File: src/rtl/pla_cos_sweep_if.sv
// rtl/pla_cos_sweep_if.sv - sweep engine <-> pla_cos / readout bundle
// Optional cksum signal is present when PLA_COS_SWEEP_CKSUM_EN is defined.
interface pla_cos_sweep_if #(
  parameter int WI1 = 4,
  parameter int WF1 = 12,
  parameter int WI2 = 2,
  parameter int WF2 = 14,
  parameter int AW  = 8
);
  logic                        start;
  logic signed [WI1+WF1-1:0]   x_out;
  logic signed [WI2+WF2-1:0]   y_in;
  logic                        busy;
  logic                        done;
  logic        [AW-1:0]        wr_idx;
  logic        [AW-1:0]        rd_addr;
  logic signed [WI2+WF2-1:0]   rd_data;
`ifdef PLA_COS_SWEEP_CKSUM_EN
  logic        [15:0]          cksum;
`endif

  modport master (
    input  start, y_in, rd_addr,
    output x_out, busy, done, wr_idx, rd_data
`ifdef PLA_COS_SWEEP_CKSUM_EN
    , output cksum
`endif
  );

  modport slave (
    output start, y_in, rd_addr,
    input  x_out, busy, done, wr_idx, rd_data
`ifdef PLA_COS_SWEEP_CKSUM_EN
    , input cksum
`endif
  );
endinterface

File: src/rtl/pla_cos_sweep.sv
// rtl/pla_cos_sweep.sv - fixed-step phase sweep driver with per-step capture buffer
// Optional running checksum of captured samples: PLA_COS_SWEEP_CKSUM_EN.
module pla_cos_sweep #(
  parameter int WI1  = 4,
  parameter int WF1  = 12,
  parameter int WI2  = 2,
  parameter int WF2  = 14,
  parameter int STEP = 100,
  parameter int NPTS = 256,
  parameter int HOLD = 4,
  parameter int LAT  = 3,
  parameter int AW   = 8
) (
  input  logic             CLK,
  input  logic             RST,
  pla_cos_sweep_if.master  bus
);
  localparam int W1 = WI1 + WF1;
  localparam int W2 = WI2 + WF2;
  localparam int CW = (HOLD > 1) ? $clog2(HOLD) : 1;

  generate
    if (HOLD < LAT + 1) begin : g_bad_hold
      $error("pla_cos_sweep: HOLD must be at least LAT+1");
    end
    if (NPTS != 2**AW) begin : g_bad_depth
      $error("pla_cos_sweep: NPTS must equal 2**AW");
    end
  endgenerate

  typedef enum logic [1:0] {S_IDLE, S_RUN, S_DONE} state_t;

  state_t                r_state;
  state_t                w_next;
  logic signed [W1-1:0]  r_x_out;
  logic                  r_busy;
  logic                  r_done;
  logic        [AW-1:0]  r_wr_idx;
  logic        [CW-1:0]  r_cnt;
  logic signed [W2-1:0]  r_rd_data;
  logic signed [W2-1:0]  r_buf [NPTS];

  logic w_go;
  logic w_wr;
  logic w_last;

  // start only matters outside RUN; a pulse mid-sweep must not disturb it
  assign w_go   = bus.start && (r_state != S_RUN);
  assign w_wr   = (r_state == S_RUN) && (r_cnt == CW'(HOLD - 1));
  assign w_last = w_wr && (r_wr_idx == AW'(NPTS - 1));

  always_ff @(posedge CLK or posedge RST) begin
    if (RST) r_state <= S_IDLE;
    else     r_state <= w_next;
  end

  always_comb begin
    w_next = r_state;
    case (r_state)
      S_IDLE:  if (bus.start) w_next = S_RUN;
      S_RUN:   if (w_last)    w_next = S_DONE;
      S_DONE:  if (bus.start) w_next = S_RUN;
      default: w_next = S_IDLE;
    endcase
  end

  always_ff @(posedge CLK or posedge RST) begin
    if (RST) begin
      r_x_out  <= '0;
      r_busy   <= 1'b0;
      r_done   <= 1'b0;
      r_wr_idx <= '0;
      r_cnt    <= '0;
    end else if (w_go) begin
      r_x_out  <= '0;
      r_busy   <= 1'b1;
      r_done   <= 1'b0;
      r_wr_idx <= '0;
      r_cnt    <= '0;
    end else if (r_state == S_RUN) begin
      if (w_wr) begin
        r_cnt <= '0;
        if (w_last) begin
          r_busy <= 1'b0;
          r_done <= 1'b1;
        end else begin
          r_wr_idx <= r_wr_idx + 1'b1;
          r_x_out  <= r_x_out + W1'(STEP);
        end
      end else begin
        r_cnt <= r_cnt + 1'b1;
      end
    end
  end

  // Capture memory has no reset; its write enable is gated by the reset state
  always_ff @(posedge CLK) begin
    if (w_wr) r_buf[r_wr_idx] <= bus.y_in;
  end

  always_ff @(posedge CLK or posedge RST) begin
    if (RST) r_rd_data <= '0;
    else     r_rd_data <= r_buf[bus.rd_addr];
  end

`ifdef PLA_COS_SWEEP_CKSUM_EN
  logic [15:0] r_cksum;

  always_ff @(posedge CLK or posedge RST) begin
    if (RST)       r_cksum <= '0;
    else if (w_go) r_cksum <= '0;
    else if (w_wr) r_cksum <= r_cksum + 16'($unsigned(bus.y_in));
  end

  assign bus.cksum = r_cksum;
`endif

  assign bus.x_out   = r_x_out;
  assign bus.busy    = r_busy;
  assign bus.done    = r_done;
  assign bus.wr_idx  = r_wr_idx;
  assign bus.rd_data = r_rd_data;
endmodule

File: src/flat_wrapper.sv
// flat-port wrapper written by rule: the top's interface ports become plain ports
module pla_cos_sweep_flat 
#(
  parameter int WI1  = 4,
  parameter int WF1  = 12,
  parameter int WI2  = 2,
  parameter int WF2  = 14,
  parameter int STEP = 100,
  parameter int NPTS = 256,
  parameter int HOLD = 4,
  parameter int LAT  = 3,
  parameter int AW   = 8
)
  (CLK, RST, bus_start, bus_y_in, bus_rd_addr, bus_x_out, bus_busy, bus_done, bus_wr_idx, bus_rd_data);
  pla_cos_sweep_if #(.WI1(WI1), .WF1(WF1), .WI2(WI2), .WF2(WF2), .AW(AW)) bus_i ();
  input  logic CLK;
  input  logic RST;
  input wire logic [$bits(bus_i.start)-1:0] bus_start;
  input wire logic [$bits(bus_i.y_in)-1:0] bus_y_in;
  input wire logic [$bits(bus_i.rd_addr)-1:0] bus_rd_addr;
  output wire logic [$bits(bus_i.x_out)-1:0] bus_x_out;
  output wire logic [$bits(bus_i.busy)-1:0] bus_busy;
  output wire logic [$bits(bus_i.done)-1:0] bus_done;
  output wire logic [$bits(bus_i.wr_idx)-1:0] bus_wr_idx;
  output wire logic [$bits(bus_i.rd_data)-1:0] bus_rd_data;
  assign bus_i.start = bus_start;
  assign bus_i.y_in = bus_y_in;
  assign bus_i.rd_addr = bus_rd_addr;
  assign bus_x_out = bus_i.x_out;
  assign bus_busy = bus_i.busy;
  assign bus_done = bus_i.done;
  assign bus_wr_idx = bus_i.wr_idx;
  assign bus_rd_data = bus_i.rd_data;
  pla_cos_sweep #(.WI1(WI1), .WF1(WF1), .WI2(WI2), .WF2(WF2), .STEP(STEP), .NPTS(NPTS), .HOLD(HOLD), .LAT(LAT), .AW(AW)) u_core (.CLK(CLK), .RST(RST), .bus(bus_i));
endmodule
File: config.mk
export PLATFORM = sky130hd
export DESIGN_NAME = pla_cos_sweep_flat
export DESIGN_NICKNAME = d
export VERILOG_FILES = /design/src/rtl/pla_cos_sweep_if.sv /design/src/rtl/pla_cos_sweep.sv /design/src/flat_wrapper.sv
export SDC_FILE = /design/constraint.sdc
export NUM_CORES = 2
export LEC_CHECK = 0
export BUFFER_PORTS_ARGS = -buffer_cell sky130_fd_sc_hd__buf_2
export CAP_MARGIN = 20
export CORE_MARGIN = 3
export CORE_UTILIZATION = 65
export CTS_BUF_LIST = sky130_fd_sc_hd__clkbuf_8
export DETAILED_ROUTE_END_ITERATION = 12
export GPL_TIMING_DRIVEN = 0
export PLACE_DENSITY_LB_ADDON = 0.1
export SLEW_MARGIN = 20
export SYNTH_ARGS = -nofsm -noshare
export SYNTH_HDL_FRONTEND = slang
export SYNTH_SLANG_ARGS = --single-unit
File: constraint.sdc
create_clock -name CLK -period 8.05 [get_ports CLK]
set_input_delay 1.2075 -clock CLK [delete_from_list [all_inputs] [get_ports CLK]]
set_output_delay 1.2075 -clock CLK [all_outputs]
set_load 0.02 [all_outputs]
---- Word-level counts from Yosys, hierarchy flattened ----
Memory sizes are Yosys's and may differ from the RTL's. A register that Yosys moved wholly into a read port is not among the register bits.
Index checks and enable logic that the tools add are counted.
word-level totals
  bits of input ports ..................... 27
  memories ................................ 1
  logic and storage cells ................. 53
  memory bits (writable) .................. 4096
  output and inout port bits .............. 42
  bits in registers ....................... 30
operators by class
  add/sub/neg operators ................... 3
  muxes and demuxes ....................... 24
  equality and inequality tests ........... 8
  reduce and logical (&&, ||, !) cells .... 11
memory list
  name          words  width  rd ports  clocked after Yosys merged registers in  write ports  RTL line             source
  u_core.r_buf  256    16     1         1                                        1            pla_cos_sweep.sv:41  logic signed [W2-1:0] r_buf [NPTS];
operators with widths
  kind                                            number
  2-to-1 mux 16 bit                               4
  2-to-1 mux 8 bit                                4
  adder 16 x 8 -> 16 bit (second input constant)  1
  2-to-1 mux 1 bit                                10
  2-to-1 mux 2 bit                                5
  adder 8 x 1 -> 8 bit (second input constant)    1
  == test 8 bit (second input constant)           1
  != test 2 x 1 -> 1 bit (second input constant)  4
  AND reduction 3 bit                             2
  nonzero test 2 bit                              3
  == test 2 bit (second input constant)           2
  case mux 2 bit (2 select lines)                 1
  logical AND 1 bit                               3
  adder 2 x 1 -> 2 bit (second input constant)    1
  == test 2 x 1 -> 1 bit (second input constant)  1
  logical NOT 2 bit                               1
  AND reduction 2 bit                             1
  OR reduction 2 bit                              1

---- Longest topological paths before layout ----
  depth after elaboration ................. 7
  depth in mapped cells ................... 13
  depth with buffers taken out ............ 8

---- Worst setup path after synthesis ----
No wires, ideal clock.
  path type ............................... input to register
  from .................................... input bus_rd_addr[0]
  to ...................................... register u_core.r_rd_data[10] (netlist: u_core.bus.rd_data[10]), read port of u_core.r_buf
  path buffers ............................ 6
  setup time .............................. 0.128 ns
  stages on the path ...................... 11
  data arrival time ....................... 3.136 ns
  setup slack ............................. 4.786 ns
  data required time ...................... 7.922 ns
  cells stage by stage .................... buf_6 -> buf_12 -> buf_12 -> buf_8 -> buf_2 -> buf_4 -> mux4_2 -> mux2i_1 -> o22ai_1 -> nor3_1 -> nor3_1
RTL lines
  what             RTL line             source
  start, declared  flat_wrapper.sv:20   input wire logic [$bits(bus_i.rd_addr)-1:0] bus_rd_addr;
  end, declared    pla_cos_sweep.sv:40  logic signed [W2-1:0] r_rd_data;

==> metrics <==
area grow syn2layout 13.0%; Syn Inst Count 7491; post-synthesis async set-or-reset flop share 1.06%; cell count after placement 11012; DR vias 89647; Final Cycle Share 82.4%; die area 0.253 mm²; worst-skew pair later-pin latency 1.15 ns; chip width 503 µm; most instantiated library cell after synthesis edfxtp_1; clk_skew 0.0512 ns; Residual DRC 0; Peak VDD IR 0.213 mV; iteration count of the initial detailed-routing pass 8; Fin Setup TNS 0 ns; Synthesis Warnings 0; die boundary height 503 µm; Final WS setup 1.42 ns; leakage 58.1 nW; CP Cell Sequence buf_2, inv_1, clkbuf_1, clkbuf_1, clkbuf_1, a221oi_1, a22oi_1, nand4_1, nor3_2, o31ai_1, nor3_1; WL per Instance 42.3 µm; GRT Util Overall 41.2%; Final nets 8494; # rows 181; crit end category flop; Critical Path Start Type primary input; DRT iter0 DRCs 16842; Max Cap Viol 0; final slew viol count 0; power per cell area 234 mW/mm²; post-CTS setup buffer count 0; Max-slew headroom 3.65%; post_cts resized 0; routed wire length 514000 µm; grt ovf 0; Final Hold Fails 0; Yosys cell types 65; top cell type's share of synthesized area 76.6%; CTS Hold Buffers Added 1; Setup-failing EPs final 0; commonest register cell after synthesis edfxtp_1; Avg Inst Size Synth 21.4 µm²; cell at the slowest stage of the critical path nor3_2; first-pass GRT wire length 697000 µm; CTS buffer count 648; DRT antenna net count 0; layout cell share with drive strength beyond 1 29.9%; Buffers on Ports 64; hold_ws 0.251 ns; number of fill cells 13699; Design Power 42.5 mW; Post-Place Setup Slack 1.18 ns; CTS sink cnt 4140; Final GP Congestion 1.02; vias per cell 7.37; CTS H-tree depth 6; Synth area leader edfxtp_1; largest net degree at the start of global routing 133; status finished, final reports clean; placed cell areas 0.170 mm²; CTS Root Cell clkbuf_8; IO Count 69; Worst EP required 9.03 ns; post-layout min period 6.63 ns; fmax 0.151 GHz; reg-to-reg slack, setup 3.61 ns; Initial Utilization 65.7%; Clock Path Buffers 4; core area 0.245 mm²; hpwl dp 354000 µm; initial antenna violation count 37; CP arrival 7.61 ns; utilization after layout 74.2%; clock-pin transition on the worst setup and hold timing paths 0.06 ns; vias in the first global route 86398; highest cell delay on the worst timing path 1.09 ns; worst hold path type primary input to flop; area of the mapped netlist 0.161 mm²; critical path peak fanout 10; worst slew pin tran 1.41 ns; RSZ-0062 raised after global routing false; largest cells by area after synthesis edfxtp_1 (77%), mux4_2 (12%), mux2i_1 (1.9%); register area share after synthesis 77.3%; Yosys reg bits 4140; kind of critical path primary input to flop; most frequent cells after synthesis edfxtp_1 (4096), mux4_2 (870), nor2_1 (355); Crit path top cell by count clkbuf_1; Finished Layout Cells 12162; CTS tree done; Final Instance Area 0.181 mm²; EDFF count, synth 4096
-- path summary, 6_finish.rpt --
path | cells after the start | end | from
worst max-delay path | 11 | u_core.bus.rd_data[12] | bus_rd_addr[4]
worst min-delay path | 1 | u_core.r_buf[76][0] | bus_y_in[0]
worst max register to register | 6 | u_core.r_buf[202][9] | u_core.bus.wr_idx[4]
worst min register to register | 1 | u_core.bus.done | u_core.bus.done
max in group asynchronous | 4 | u_core.bus.x_out[9] | RST
min in group asynchronous | 3 | u_core.bus.rd_data[14] | RST
-- cell usage in the layout (no fill, tap or decap), types with 37 or more instances in the layout --
cell type / instances
nand2_1: 126
clkbuf_1: 146
edfxtp_1: 4096
dfrtp_1: 44
o21ai_0: 90
buf_8: 97
inv_1: 218
o22ai_1: 116
nor2_4: 52
o221ai_1: 91
buf_6: 199
buf_16: 40
nand3_1: 37
nor2_2: 203
clkinv_1: 150
a22oi_1: 74
clkbuf_2: 38
nor3_1: 106
mux2_2: 144
nor2_1: 101
a21oi_1: 131
clkbuf_8: 669
buf_4: 64
a221oi_1: 124
clkinv_2: 47
buf_2: 149
mux2i_1: 298
mux4_2: 870
-- where the power goes --
group / internal, mW / switching [mW] / leakage [nW]
Combinational: 0.777 / 1.87 / 14.2
Clock: 8.02 / 8.11 / 6.60
Sequential: 23.7 / 0.00801 / 37.3
-- cell families after synthesis --
family	synth area share, %
and+or+nand+nor	1.99
buffers and inverters	1.79
other	0.00234
AOI/OAI and AO/OA	3.54
adders and majority gates	0.0467
xor gates and xnor gates	0.0982
DFF	77.3
muxes	15.3
-- cell type report --
cell class	instances	area (µm²)	share of cell area, %
clock inverter	453	2210	1.22
timing repair buffer	319	4270	2.35
antenna	27	67.6	0.0372
multi-input combinational	2885	34600	19.1
clock buffer	669	9210	5.08
inverter	9	36.3	0.0200
sequential	4140	124000	68.4
buffer	458	2890	1.60
tap	3202	4010	2.21
-- worst max-delay path, delay by kind of cell --
family	cells	cell delay, ns
AOI/OAI and AO/OA	3	1.15
and+or+nand+nor	3	2.46
buffers and inverters	5	2.75
-- registers in the layout, summed over array words and instances, names as in the netlist --
register            flops
u_core.bus.busy         1
u_core.bus.done         1
u_core.bus.rd_data     16
u_core.bus.wr_idx       8
u_core.bus.x_out       14
u_core.r_buf         4096
u_core.r_cnt            2
u_core.r_state          2
-- per-layer routing --
layer | up-vias | global-route usage (%) | part of all wire (%)
li1 | 33760 | - | -
met1 | 45871 | 55.1 | 33
met2 | 8507 | 57.1 | 43
met3 | 1495 | 16.7 | 16
met4 | 14 | 26.1 | 7.6
met5 | - | 0 | 0.031
(Power assumes the default switching activity.)
